### src/rtl/joystick_pkg.sv
// Shared types and constants for the joystick array.
// Event kinds as presented on o_evt_kind. Button indices within a channel.
package joystick_pkg;
  typedef enum logic [1:0] {
    EVT_PRESS   = 2'd0,
    EVT_RELEASE = 2'd1,
    EVT_REPEAT  = 2'd2
  } evt_kind_e;

  localparam int BTN_UP    = 0;
  localparam int BTN_DOWN  = 1;
  localparam int BTN_LEFT  = 2;
  localparam int BTN_RIGHT = 3;
  localparam int BTN_FIRE  = 4;
endpackage

### src/rtl/btn_debounce.sv
// Single-button synchroniser + debouncer.
// Ports: clk, rst (sync, active-high), i_raw_n (raw active-low switch),
//        o_state (debounced level, 1 = pressed),
//        o_tgl (1 in the cycle whose clock edge toggles o_state).
module btn_debounce #(
  parameter int DEB_CYCLES = 500000
) (
  input  logic clk,
  input  logic rst,
  input  logic i_raw_n,
  output logic o_state,
  output logic o_tgl
);
  import joystick_pkg::*;

  localparam int CW = $clog2(DEB_CYCLES);

  logic [1:0]    r_sync;
  logic [CW-1:0] r_cnt;
  logic          r_state;
  logic          w_s;

  assign w_s     = ~r_sync[1];
  assign o_state = r_state;
  // Sample has differed for DEB_CYCLES consecutive cycles, counting this one.
  assign o_tgl   = (w_s != r_state) && (r_cnt == CW'(DEB_CYCLES - 1));

  always_ff @(posedge clk) begin
    if (rst) begin
      r_sync  <= 2'b11;          // released
      r_cnt   <= '0;
      r_state <= 1'b0;
    end else begin
      r_sync <= {r_sync[0], i_raw_n};
      if (w_s == r_state) begin
        r_cnt <= '0;
      end else if (o_tgl) begin
        r_cnt   <= '0;
        r_state <= ~r_state;
      end else begin
        r_cnt <= r_cnt + CW'(1);
      end
    end
  end
endmodule

### src/rtl/joystick_array.sv
// Array of debounced joysticks with a single prioritised event stream.
// Optional feature: define JOYSTICK_AUTO_REPEAT_EN to add per-button
// auto-repeat (kind 2) events while a button is held.
// Ports: clk, rst (sync, active-high), i_btn_n (raw active-low switches,
//        bit ch*N_BTN+btn), o_vdd/o_gnd (joystick supply), o_state
//        (debounced, 1 = pressed), o_evt_valid/i_evt_ready handshake,
//        o_evt_ch/o_evt_btn/o_evt_kind event fields, o_overflow (sticky).
module joystick_array
  import joystick_pkg::*;
#(
  parameter int N_CH          = 2,
  parameter int N_BTN         = 5,
  parameter int DEB_CYCLES    = 500000,
  parameter int REPEAT_DELAY  = 25000000,
  parameter int REPEAT_PERIOD = 5000000
) (
  input  logic                   clk,
  input  logic                   rst,
  input  logic [N_CH*N_BTN-1:0]  i_btn_n,
  output logic [N_CH-1:0]        o_vdd,
  output logic [N_CH-1:0]        o_gnd,
  output logic [N_CH*N_BTN-1:0]  o_state,
  output logic                   o_evt_valid,
  input  logic                   i_evt_ready,
  output logic [2:0]             o_evt_ch,
  output logic [2:0]             o_evt_btn,
  output logic [1:0]             o_evt_kind,
  output logic                   o_overflow
);
  localparam int NB = N_CH * N_BTN;
  localparam int SW = (NB > 1) ? $clog2(NB) : 1;

  logic [NB-1:0]       w_tgl, w_rep, w_evt;
  logic [NB-1:0][1:0]  w_new_kind;

  assign o_vdd = '1;
  assign o_gnd = '0;

  btn_debounce #(.DEB_CYCLES(DEB_CYCLES)) u_deb [NB-1:0] (
    .clk     (clk),
    .rst     (rst),
    .i_raw_n (i_btn_n),
    .o_state (o_state),
    .o_tgl   (w_tgl)
  );

`ifdef JOYSTICK_AUTO_REPEAT_EN
  localparam int RMAX = (REPEAT_DELAY > REPEAT_PERIOD) ? REPEAT_DELAY : REPEAT_PERIOD;
  localparam int RW   = $clog2(RMAX + 1);

  logic [NB-1:0][RW-1:0] r_rep_cnt;
  logic [NB-1:0]         r_rep_first;

  // First repeat after REPEAT_DELAY, then every REPEAT_PERIOD; a toggle wins.
  always_comb begin
    w_rep = '0;
    for (int b = 0; b < NB; b++)
      w_rep[b] = o_state[b] && !w_tgl[b] &&
                 (r_rep_cnt[b] == (r_rep_first[b] ? RW'(REPEAT_DELAY - 1)
                                                  : RW'(REPEAT_PERIOD - 1)));
  end

  always_ff @(posedge clk) begin
    if (rst) begin
      r_rep_cnt   <= '0;
      r_rep_first <= '1;
    end else begin
      for (int b = 0; b < NB; b++) begin
        if (w_tgl[b] || !o_state[b]) begin
          r_rep_cnt[b]   <= '0;
          r_rep_first[b] <= 1'b1;
        end else if (w_rep[b]) begin
          r_rep_cnt[b]   <= '0;
          r_rep_first[b] <= 1'b0;
        end else begin
          r_rep_cnt[b] <= r_rep_cnt[b] + RW'(1);
        end
      end
    end
  end
`else
  logic w_unused_rep;
  assign w_unused_rep = ^{REPEAT_DELAY, REPEAT_PERIOD};
  assign w_rep        = '0;
`endif

  assign w_evt = w_tgl | w_rep;

  always_comb begin
    w_new_kind = '0;
    for (int b = 0; b < NB; b++)
      w_new_kind[b] = w_tgl[b] ? (o_state[b] ? EVT_RELEASE : EVT_PRESS) : EVT_REPEAT;
  end

  logic [NB-1:0]       r_pend, w_pend_nxt;
  logic [NB-1:0][1:0]  r_kind, w_kind_nxt;
  logic                r_vld, w_vld_nxt, w_hs, w_ovf_set, r_ovf;
  logic [SW-1:0]       r_sel, w_sel_nxt;
  logic [2:0]          r_ch, r_btn, w_ch_nxt, w_btn_nxt;
  logic [1:0]          r_okind;

  always_comb begin
    w_hs       = r_vld && i_evt_ready;
    w_pend_nxt = r_pend;
    w_kind_nxt = r_kind;
    w_ovf_set  = 1'b0;
    // Clear the delivered bit first so a same-cycle new event on it is kept
    // without counting as an overflow.
    if (w_hs) w_pend_nxt[r_sel] = 1'b0;
    for (int b = 0; b < NB; b++) begin
      if (w_evt[b]) begin
        if (w_pend_nxt[b]) w_ovf_set = 1'b1;
        w_pend_nxt[b] = 1'b1;
        w_kind_nxt[b] = w_new_kind[b];
      end
    end
    // Presentation is locked while stalled; otherwise pick lowest pending.
    w_vld_nxt = r_vld;
    w_sel_nxt = r_sel;
    w_ch_nxt  = r_ch;
    w_btn_nxt = r_btn;
    if (!(r_vld && !i_evt_ready)) begin
      w_vld_nxt = |w_pend_nxt;
      w_sel_nxt = '0;
      w_ch_nxt  = '0;
      w_btn_nxt = '0;
      for (int b = NB - 1; b >= 0; b--) begin
        if (w_pend_nxt[b]) begin
          w_sel_nxt = SW'(b);
          w_ch_nxt  = 3'(b / N_BTN);
          w_btn_nxt = 3'(b % N_BTN);
        end
      end
    end
  end

  always_ff @(posedge clk) begin
    if (rst) begin
      r_pend  <= '0;
      r_kind  <= '0;
      r_vld   <= 1'b0;
      r_sel   <= '0;
      r_ch    <= '0;
      r_btn   <= '0;
      r_okind <= '0;
      r_ovf   <= 1'b0;
    end else begin
      r_pend  <= w_pend_nxt;
      r_kind  <= w_kind_nxt;
      r_vld   <= w_vld_nxt;
      r_sel   <= w_sel_nxt;
      r_ch    <= w_ch_nxt;
      r_btn   <= w_btn_nxt;
      // Kind follows overwrites of the presented button even while stalled.
      r_okind <= w_kind_nxt[w_sel_nxt];
      r_ovf   <= r_ovf | w_ovf_set;
    end
  end

  assign o_evt_valid = r_vld;
  assign o_evt_ch    = r_ch;
  assign o_evt_btn   = r_btn;
  assign o_evt_kind  = r_okind;
  assign o_overflow  = r_ovf;
endmodule

### config.mk
export PLATFORM = sky130hd
export DESIGN_NAME = joystick_array
export DESIGN_NICKNAME = d
export VERILOG_FILES = /design/src/rtl/joystick_pkg.sv /design/src/rtl/btn_debounce.sv /design/src/rtl/joystick_array.sv
export SDC_FILE = /design/constraint.sdc
export NUM_CORES = 1
export LEC_CHECK = 0
export BUFFER_PORTS_ARGS = -buffer_cell sky130_fd_sc_hd__buf_2
export CAP_MARGIN = 30
export CELL_PAD_IN_SITES_DETAIL_PLACEMENT = 0
export CELL_PAD_IN_SITES_GLOBAL_PLACEMENT = 1
export CORE_MARGIN = 2
export CORE_UTILIZATION = 50
export DETAILED_ROUTE_END_ITERATION = 16
export PLACE_DENSITY_LB_ADDON = 0.1
export RECOVER_POWER = 25
export SYNTH_ARGS = -nofsm -noshare
export SYNTH_HDL_FRONTEND = slang
export SYNTH_SLANG_ARGS = --single-unit
export TNS_END_PERCENT = 50
### constraint.sdc
create_clock -name clk -period 5.45 [get_ports clk]
set_clock_uncertainty 0.1 [all_clocks]
set_input_delay 0.2725 -clock clk [delete_from_list [all_inputs] [get_ports clk]]
set_output_delay 0.2725 -clock clk [all_outputs]
set_load 0.02 [all_outputs]
==> run metrics <==
Max-slew headroom -30.6%; fraction of layout cells with a size suffix above 1 8.58%; global-route wire length before repair 38300 um; latest clock arrival within the worst-skew pair 540 ps; timing-limited maximum frequency 0.247 GHz; switching part of the total 20.0%; total count of hold-check failures in the final report 0; static power due to leakage 4.27 nW; unrepaired setup endpoints after global routing false; main area contributors after synthesis sky130_fd_sc_hd__dfxtp_1, sky130_fd_sc_hd__nor2_1, sky130_fd_sc_hd__xor2_1; Worst IR Drop VDD 0.192 mV; number of maximum-capacitance violations 1; simple-gate share of the synthesized area 28.8%; routability-driven placement congestion ratio 0.823; required time at the worst-slack endpoint 5760 ps; xor-xnor portion of the synthesized cell area 13.9%; overall via count from detail_route 8366; std cell rows 55; internal power of the cells 0.00313 W; buffering stage count on the worst path with inverters included 0; most used flip-flop cell after synthesis sky130_fd_sc_hd__dfxtp_1; main combinational cell family by area after synthesis simple AND/OR/NAND/NOR gates; Final nets 1329; placed wire-length estimate after detailed placement 15300 um; Top Usage Layer GRT met2; initial antenna violation count 0; number of buffers between clock root and the deepest sink 3; first-pass iteration count of the detailed router 5; violated checks max-capacitance violations, max-slew violations; M1 GR Usage 27.4%; Die Area 24000 um^2; number of non-filler instances in the completed layout 1613; Critical Path, Cell by Cell ha_1 > and4_1 > nand4_1 > nor4_1 > nor4_1 > a32o_2 > mux2i_1 > mux2_2 > o211ai_2 > nand3_2; Setup Buffers After CTS 0; cell family contributing the most delay on the critical path simple AND/OR/NAND/NOR gates; combinational group share of total power 1.3%; count of routing violations after the opening detailed-route iteration 419; share of the yosys chip area belonging to registers 46.1%; Worst Max-Slew Pin Slew 1940 ps; core outline area 22500 um^2; Die Span X 155 um; nature of the critical path endpoint flop; biggest area consumer among synthesized cells sky130_fd_sc_hd__dfxtp_1; fin crit period 4040 ps; share of synthesized area spent on multiplexers 1.61%; Total Negative Setup Slacks 0 ps; number of H-tree levels 1; EDFF count, synth 0; commonest cells in the synthesized netlist sky130_fd_sc_hd__nor2_1, sky130_fd_sc_hd__dfxtp_1, sky130_fd_sc_hd__xor2_1; Final ANT Viol Nets 0; total global-route track usage 18.9%; Wirelength per Cell 13.6 um; flip-flop and latch count after synthesis 262; compound-gate portion of the synthesized area 5.47%; largest fanout on the critical path 9; Worst EP arrival 4360 ps; result of the run finished with violations; yosys warns 0; cell at the root of the clock tree sky130_fd_sc_hd__clkbuf_16; Antenna Diode Count 0; Slowest cell on crit path sky130_fd_sc_hd__nor4_1; maximum number of pins on one net before global-route repair 71; io pins 37; Final Slew Violations 10; per-instance average area after synthesis 8.93 um^2; cell count after placement 1549; clock network power share 49.5%; final setup violation count 0; most instantiated library cell after synthesis sky130_fd_sc_hd__nor2_1; Port Buf Inserts 30; startpoint type of the worst setup path flop; critical path's largest stage delay 1570 ps; start-to-end type of the worst setup path reg2reg; DRC 0; height of the die 155 um; crit path setup slack, layout 1410 ps; Most common cell on crit path sky130_fd_sc_hd__nor4_1; GRT met3 Usage 2.94%; post-route fraction of the period consumed by the critical path 74.2%; sequential share of power 49.3%; via count of the first global-routing pass 7821; P per Cell Area 309 nW/um^2; global routing usage on met2 29.6%; average vias per placed instance 5.19; worst min-delay path class in2reg; initial cell density of the core 50.5%; Routed Wire Length 22000 um; Overflow after GRT 0; signed area change from the synthesized netlist to the final layout 11.5%; cell area after synthesis 11400 um^2; total net switching power 0.000783 W; clock tree from TritonCTS done; cell count after synthesis 1273; number of sinks driven by the clock tree 262; Resized Gates After CTS 0; CTS Buf Count 29; total of hold buffers inserted after clock tree synthesis 11; Synth Area in Adders 1.10%; area share of the largest cell type after synthesis 46.1%; clock-pin slew on the worst setup and hold paths 60 ps; FFs w/ async S/R, synth 0%; setup slack after placement 2330 ps; count of distinct cell types in the synthesized netlist 80
-- cells in the final DEF, fill, tap and decap left out, drive strengths merged, types with 7 or more instances in the layout --
cell / count
mux2i: 16
o21ai: 21
and3: 32
inv: 20
dfxtp: 262
nor4: 12
and2: 12
xnor2: 68
nor2: 272
ha: 10
nand2: 93
nor4b: 8
or3: 20
nand4b: 7
nor4bb: 7
nor3b: 7
a21oi: 21
xor2: 112
and4: 12
dlygate4sd3: 11
clkbuf: 67
nand3: 76
nand4: 25
nor3: 20
buf: 12
or2: 24
-- kinds of logic (layout without fill, tap and decap cells) --
group	Yosys count	after routing
compound gates	82	82
xor+xnor	180	180
fa+ha+maj	10	10
buf+inv	67	118
flops	262	262
mux	18	18
other cells	2	6
simple gates	652	652
-- power by group through the flow --
| stage | clock (W) | combinational, W | sequential, W |
|---|---|---|---|
| 3_3_place_gp | 0 | 0.0000446 | 0.00197 |
| 4_1_cts | 0.00199 | 0.0000508 | 0.00193 |
| 2_1_floorplan | 0 | 0.0000354 | 0.00197 |
| 3_5_place_dp | 0 | 0.0000447 | 0.00197 |
| 6_report | 0.00194 | 0.0000493 | 0.00193 |
| 5_1_grt | 0.00208 | 0.0000561 | 0.00193 |
-- tightest hold or removal path, cell delays in order --
cell and delay (ps):
sky130_fd_sc_hd__buf_2 140, sky130_fd_sc_hd__nor2b_1 190, sky130_fd_sc_hd__nand2_1 120, sky130_fd_sc_hd__a21oi_1 50
-- routing by layer --
| layer | share of wire, % | wire length (um) |
|---|---|---|
| met4 | 1.9 | 413 |
| met3 | 3.3 | 730 |
| met2 | 43 | 9470 |
| met5 | 0 | 0 |
| met1 | 52 | 11400 |
-- final timing paths --
kind,startpoint,end,slack (ps),cells past startpoint
min,i_evt_ready,o_evt_ch[0],200,4
max,u_deb[0].r_cnt[0],o_evt_kind[0],1410,10
min reg2reg,u_deb[8].r_sync[0],u_deb[8].r_sync[1],310,1
max reg2reg,u_deb[0].r_cnt[0],o_evt_kind[0],1410,10
-- layout make-up --
type | instances | area, um^2
Sequential cell | 262 | 5250
Clock inverter | 9 | 98.8
Multi-Input combinational cell | 948 | 5780
Fill cell | 2086 | 9820
Tap cell | 285 | 357
Clock buffer | 44 | 872
Inverter | 19 | 71.3
Timing Repair Buffer | 46 | 259
-- flip-flops by register name, summed over array words and instances (netlist names) --
register / flops
r_pend: 10
o_overflow: 1
o_evt_valid: 1
u_deb.r_cnt: 190
o_evt_btn: 3
o_evt_ch: 1
u_deb.r_sync: 20
r_sel: 4
r_kind: 20
u_deb.o_state: 10
o_evt_kind: 2
-- metrics by stage --
step | hold WS (ps) | instance area (um^2) | power [W] | util, %
detailed placement | 293 | 11700 | 0.00202 | 51.9
finish | 197 | 12700 | 0.00392 | 56.3
global placement | 291 | 11700 | 0.00202 | 51.9
floorplan | 276 | 11400 | 0.00201 | -
global route | 216 | 12700 | 0.00406 | 56.3
CTS | 168 | 12800 | 0.00397 | 56.7
(Power assumes the default switching activity.)
